File: src/rtl/demand_priority_encoder.sv
// rtl/demand_priority_encoder.sv - detector filtering, per-approach queue counters and demand-based priority select
module demand_priority_encoder #(
    parameter int DEBOUNCE  = 8,
    parameter int CNT_W     = 6,
    parameter int SERVE_INT = 16,
    parameter int MIN_HOLD  = 64,
    parameter int HYST      = 2
) (
    input  logic       clk,
    input  logic       rst,
    input  logic [3:0] det,
    input  logic [3:0] serve,
    output logic [1:0] prio,
    output logic       demand_any,
    output logic       overflow
);

    localparam int DB_W   = $clog2(DEBOUNCE + 1);
    localparam int DR_W   = $clog2(SERVE_INT + 1);
    localparam int HOLD_W = $clog2(MIN_HOLD + 1);
    localparam logic [CNT_W-1:0] CNT_MAX = '1;

    logic [3:0]        sync1;
    logic [3:0]        sync2;
    logic [3:0]        filt;
    logic [3:0]        filt_d;
    logic [DB_W-1:0]   db_cnt [4];
    logic [DR_W-1:0]   drain  [4];
    logic [CNT_W-1:0]  cnt    [4];
    logic [HOLD_W-1:0] hold;

    logic [3:0]        arrival;
    logic [3:0]        inc_ok;
    logic [3:0]        dec_ok;
    logic [1:0]        best;
    logic [CNT_W-1:0]  cnt_best;
    logic [CNT_W-1:0]  cnt_cur;
    logic              any_nz;
    logic              switch_ok;

    always_comb begin
        arrival = filt & ~filt_d;
        inc_ok  = '0;
        dec_ok  = '0;
        any_nz  = 1'b0;
        for (int i = 0; i < 4; i++) begin
            // Saturation: an arrival at max and a drain at zero are both dropped.
            inc_ok[i] = arrival[i] && (cnt[i] != CNT_MAX);
            dec_ok[i] = serve[i] && (drain[i] == DR_W'(SERVE_INT - 1)) && (cnt[i] != '0);
            any_nz    = any_nz || (cnt[i] != '0);
        end
    end

    always_ff @(posedge clk or negedge rst) begin
        if (!rst) begin
            sync1    <= '0;
            sync2    <= '0;
            filt     <= '0;
            filt_d   <= '0;
            overflow <= 1'b0;
            for (int i = 0; i < 4; i++) begin
                db_cnt[i] <= '0;
                drain[i]  <= '0;
                cnt[i]    <= '0;
            end
        end else begin
            sync1  <= det;
            sync2  <= sync1;
            filt_d <= filt;
            for (int i = 0; i < 4; i++) begin
                if (sync2[i] == filt[i]) begin
                    db_cnt[i] <= '0;
                end else if (db_cnt[i] == DB_W'(DEBOUNCE - 1)) begin
                    db_cnt[i] <= '0;
                    filt[i]   <= sync2[i];
                end else begin
                    db_cnt[i] <= db_cnt[i] + 1'b1;
                end

                if (!serve[i] || (drain[i] == DR_W'(SERVE_INT - 1))) begin
                    drain[i] <= '0;
                end else begin
                    drain[i] <= drain[i] + 1'b1;
                end

                if (inc_ok[i] && !dec_ok[i]) begin
                    cnt[i] <= cnt[i] + 1'b1;
                end else if (!inc_ok[i] && dec_ok[i]) begin
                    cnt[i] <= cnt[i] - 1'b1;
                end

                if (arrival[i] && (cnt[i] == CNT_MAX)) begin
                    overflow <= 1'b1;
                end
            end
        end
    end

    // Ties keep the lowest index because only a strictly larger count moves best.
    always_comb begin
        best = 2'd0;
        for (int i = 1; i < 4; i++) begin
            if (cnt[i] > cnt[best]) begin
                best = 2'(i);
            end
        end
        cnt_best  = cnt[best];
        cnt_cur   = cnt[prio];
        switch_ok = (hold == '0) && (best != prio) && (cnt_best != '0) &&
                    (({1'b0, cnt_best} >= ({1'b0, cnt_cur} + (CNT_W + 1)'(HYST))) ||
                     (cnt_cur == '0));
    end

    always_ff @(posedge clk or negedge rst) begin
        if (!rst) begin
            prio       <= 2'd0;
            hold       <= '0;
            demand_any <= 1'b0;
        end else begin
            demand_any <= any_nz;
            if (switch_ok) begin
                prio <= best;
                hold <= HOLD_W'(MIN_HOLD - 1);
            end else if (hold != '0) begin
                hold <= hold - 1'b1;
            end
        end
    end

endmodule
File: config.mk
export PLATFORM = sky130hd
export DESIGN_NAME = demand_priority_encoder
export DESIGN_NICKNAME = d
export VERILOG_FILES = /design/src/rtl/demand_priority_encoder.sv
export SDC_FILE = /design/constraint.sdc
export NUM_CORES = 1
export LEC_CHECK = 0
export BUFFER_PORTS_ARGS = -buffer_cell sky130_fd_sc_hd__buf_4
export CAP_MARGIN = 15
export CORE_MARGIN = 8
export CORE_UTILIZATION = 47
export CTS_CLUSTER_DIAMETER = 100
export DETAILED_ROUTE_END_ITERATION = 6
export GPL_ROUTABILITY_DRIVEN = 0
export MAX_ROUTING_LAYER = met4
export SLEW_MARGIN = 5
export SYNTH_ARGS = -nofsm -noshare
export SYNTH_HDL_FRONTEND = slang
export SYNTH_SLANG_ARGS = --single-unit
File: constraint.sdc
create_clock -name clk -period 8.7 [get_ports clk]
set_input_delay 1.305 -clock clk [delete_from_list [all_inputs] [get_ports clk]]
set_output_delay 1.305 -clock clk [all_outputs]
set_load 0.005 [all_outputs]
==> impl_metrics.toml <==
[timing]
maxSlewViolCount = 0
setup_tns_ps = 0
timing.fmax_mhz = 137
clock_skew_ps = 6.72
rsz0062_at_grt = "false"
hold_violations = 0
tightest_slew_ps = 1000
setup_viol = 0
fin_crit_sh_pct = 84.0
min_period_ps = 7310
slew_headroom_pct = 33.3

[cts]
post-cts-setup-buffers = 0
cts_resized = 0
cts_tree = "built"
htree_levels = 3
cts-root-buf = "clkbuf_16"
clock_sinks = 87
cts_buffer_depth = 2
ctsHoldBuffers = 0
clk_pin_slew_ps = 70
clk_latency_ps = 340
cts_inserted_buffers = 9

[worst_setup_path]
path_max_fanout = 23
cpPeakStageDelay_ps = 780
critical-path-slowest-cell = "a32oi_2"
worst-path-buf-inv = 1
rrSetupSlack_ps = 1390
cp_top_family = "compound AO/OA/AOI/OAI gates"
cp-startpoint = "cnt[22]$_DFFE_PN0P_"
r2r-end = "prio[1]$_DFFE_PN0P_"
crit_required_ps = 8920
worstSetupPathType = "reg -> reg"
ff2ff_path_depth = 25
cp-start-kind = "flip-flop"
cp_num_cells = 25
crit_path_end_kind = "flip-flop"
reg2reg_from = "cnt[22]$_DFFE_PN0P_"
worstPathArrival_ps = 7530
critPathCapture = "prio[1]$_DFFE_PN0P_"
cp_common_cell = "ha_1"

[synth]
syn_area_per_cell_um2 = 10.3
dominantRegCellSynth = "dfrtp_1"
syn_area_um2 = 5320
async_reset_ff_share_pct = 100
yosysUniqueCellTypes = 57
netlist_instances = 515
synth-edff-count = 0
yosys_warnings = 0
ys_seq_elements = 87
ys_seq_area_share_pct = 40.9
synth_nets = 587

[floorplan]
ioPinCount = 14
core_um2 = 11200
die_h_um = 122
die-area_um2 = 15000
rows = 39
die_w_um = 122
start_util_pct = 47.4

[routing]
ant_nets = 0
vias = 3650
wl_per_cell_um = 15.1
drt_first_iter_violations = 126
drcViolationCount = 0
dr.pass1.iters = 5
post_drt_via_cell_ratio = 5.39
routed_wirelength_um = 10200

[grt]
first_global_vias = 3631
grt-ovfl-total = 0
grt_max_degree = 82
grt_first_pass_wirelength_um = 17600
grt.total_usage_pct = 15.3
antenna_found_initial = 0

[cells_and_area]
most-common-layout-cells = "87 x dfrtp_1, 58 x ha_1, 53 x nor2_1"
layout.nets = 601
final_common_cell = "dfrtp_1"
antenna_cells = 0
syn_to_final_growth_pct = 10.0
drive_above_1_share_pct = 11.0
fin_util_pct = 52.2
fillers = 1027

[worst_hold_path]
whs_path_depth = 0
min_path_type = "reg -> reg"

[job]
drv_cap = 0

[placed_design]
numPortBuffers = 13
hpwl_um = 7400

[outcome]
outcome = "finished clean"
==> routing by layer <==
layer	vias to the layer above	part of all wire, %	wire (µm)	track usage (%)
met5	-	0	0	-
met4	0	1.9	189	7.08
met3	14	3.6	367	2.21
met2	57	47	4750	23.1
met1	1742	48	4900	20.1
li1	1837	-	-	-
==> flip-flops by register name, indices dropped and copies added, names as in the netlist <==
| signal | count |
|---|---|
| sync2 | 4 |
| prio | 2 |
| filt_d | 4 |
| demand_any | 1 |
| filt | 4 |
| cnt | 24 |
| drain | 20 |
| overflow | 1 |
| hold | 7 |
| db_cnt | 16 |
| sync1 | 4 |
==> Yosys cell counts (all sizes together), types with 2 or more instances <==
master / number / area (µm²)
a21o: 12 / 90.1
a21oi: 23 / 115
and3: 6 / 42.5
and4: 3 / 28.8
buf: 5 / 40.0
clkbuf: 6 / 22.5
dfrtp: 87 / 2180
fa: 4 / 80.1
ha: 58 / 726
inv: 30 / 113
mux2: 12 / 139
mux2i: 6 / 63.8
mux4: 6 / 135
nand2: 37 / 139
nand2b: 9 / 56.3
nand3: 19 / 95.1
nand3b: 3 / 22.5
nand4: 5 / 31.3
nor2: 53 / 199
nor2b: 8 / 50.1
nor3: 14 / 70.1
nor3b: 3 / 22.5
nor4: 6 / 58.8
o211ai: 3 / 22.5
o21a: 2 / 15.0
o21ai: 22 / 114
o21bai: 5 / 37.5
o31ai: 2 / 28.8
or3: 2 / 12.5
or4: 3 / 22.5
xnor2: 33 / 289
xor2: 14 / 123
==> logic make-up after synthesis <==
group	after synthesis	share of synthesized area (%)
simple gates	174	16.4
xor+xnor	47	7.73
buf+inv	41	3.29
flops	87	40.9
mux	24	6.35
compound gates	80	10.2
fa+ha+maj	62	15.1
==> per-stage QoR <==
step	cells	hold WS (ps)	cell area [µm²]	setup slack, ps
after floorplan	515	331	5320	2690
after global placement	661	332	5550	1930
after detailed placement	661	335	5550	1550
after CTS	677	350	5860	1520
after global routing	677	357	5860	843
final	677	348	5860	1390
==> worst min path at each step <==
| stage | startpoint | to | slack (ps) |
|---|---|---|---|
| finish | sync1[0]$_DFF_PN0_ | sync2[0]$_DFF_PN0_ | 350 |
| global placement | sync1[1]$_DFF_PN0_ | sync2[1]$_DFF_PN0_ | 330 |
| global route | sync1[0]$_DFF_PN0_ | sync2[0]$_DFF_PN0_ | 360 |
| floorplan | sync1[0]$_DFF_PN0_ | sync2[0]$_DFF_PN0_ | 330 |
| CTS | sync1[1]$_DFF_PN0_ | sync2[1]$_DFF_PN0_ | 350 |
| detailed placement | sync1[1]$_DFF_PN0_ | sync2[1]$_DFF_PN0_ | 330 |
==> cell type report <==
type                            count  area, µm²  share of cell area (%)
Multi-Input combinational cell    387       2970                    50.7
Tap cell                          143        179                    3.05
Sequential cell                    87       2180                    37.2
Clock inverter                      7       87.6                    1.50
Timing Repair Buffer               14        105                    1.79
Clock buffer                        9        225                    3.84
Inverter                           30        113                    1.92
Power is left out: the tool's default activity adds up to more than one toggle a clock period on the data nets, which glitch-free logic cannot reach.
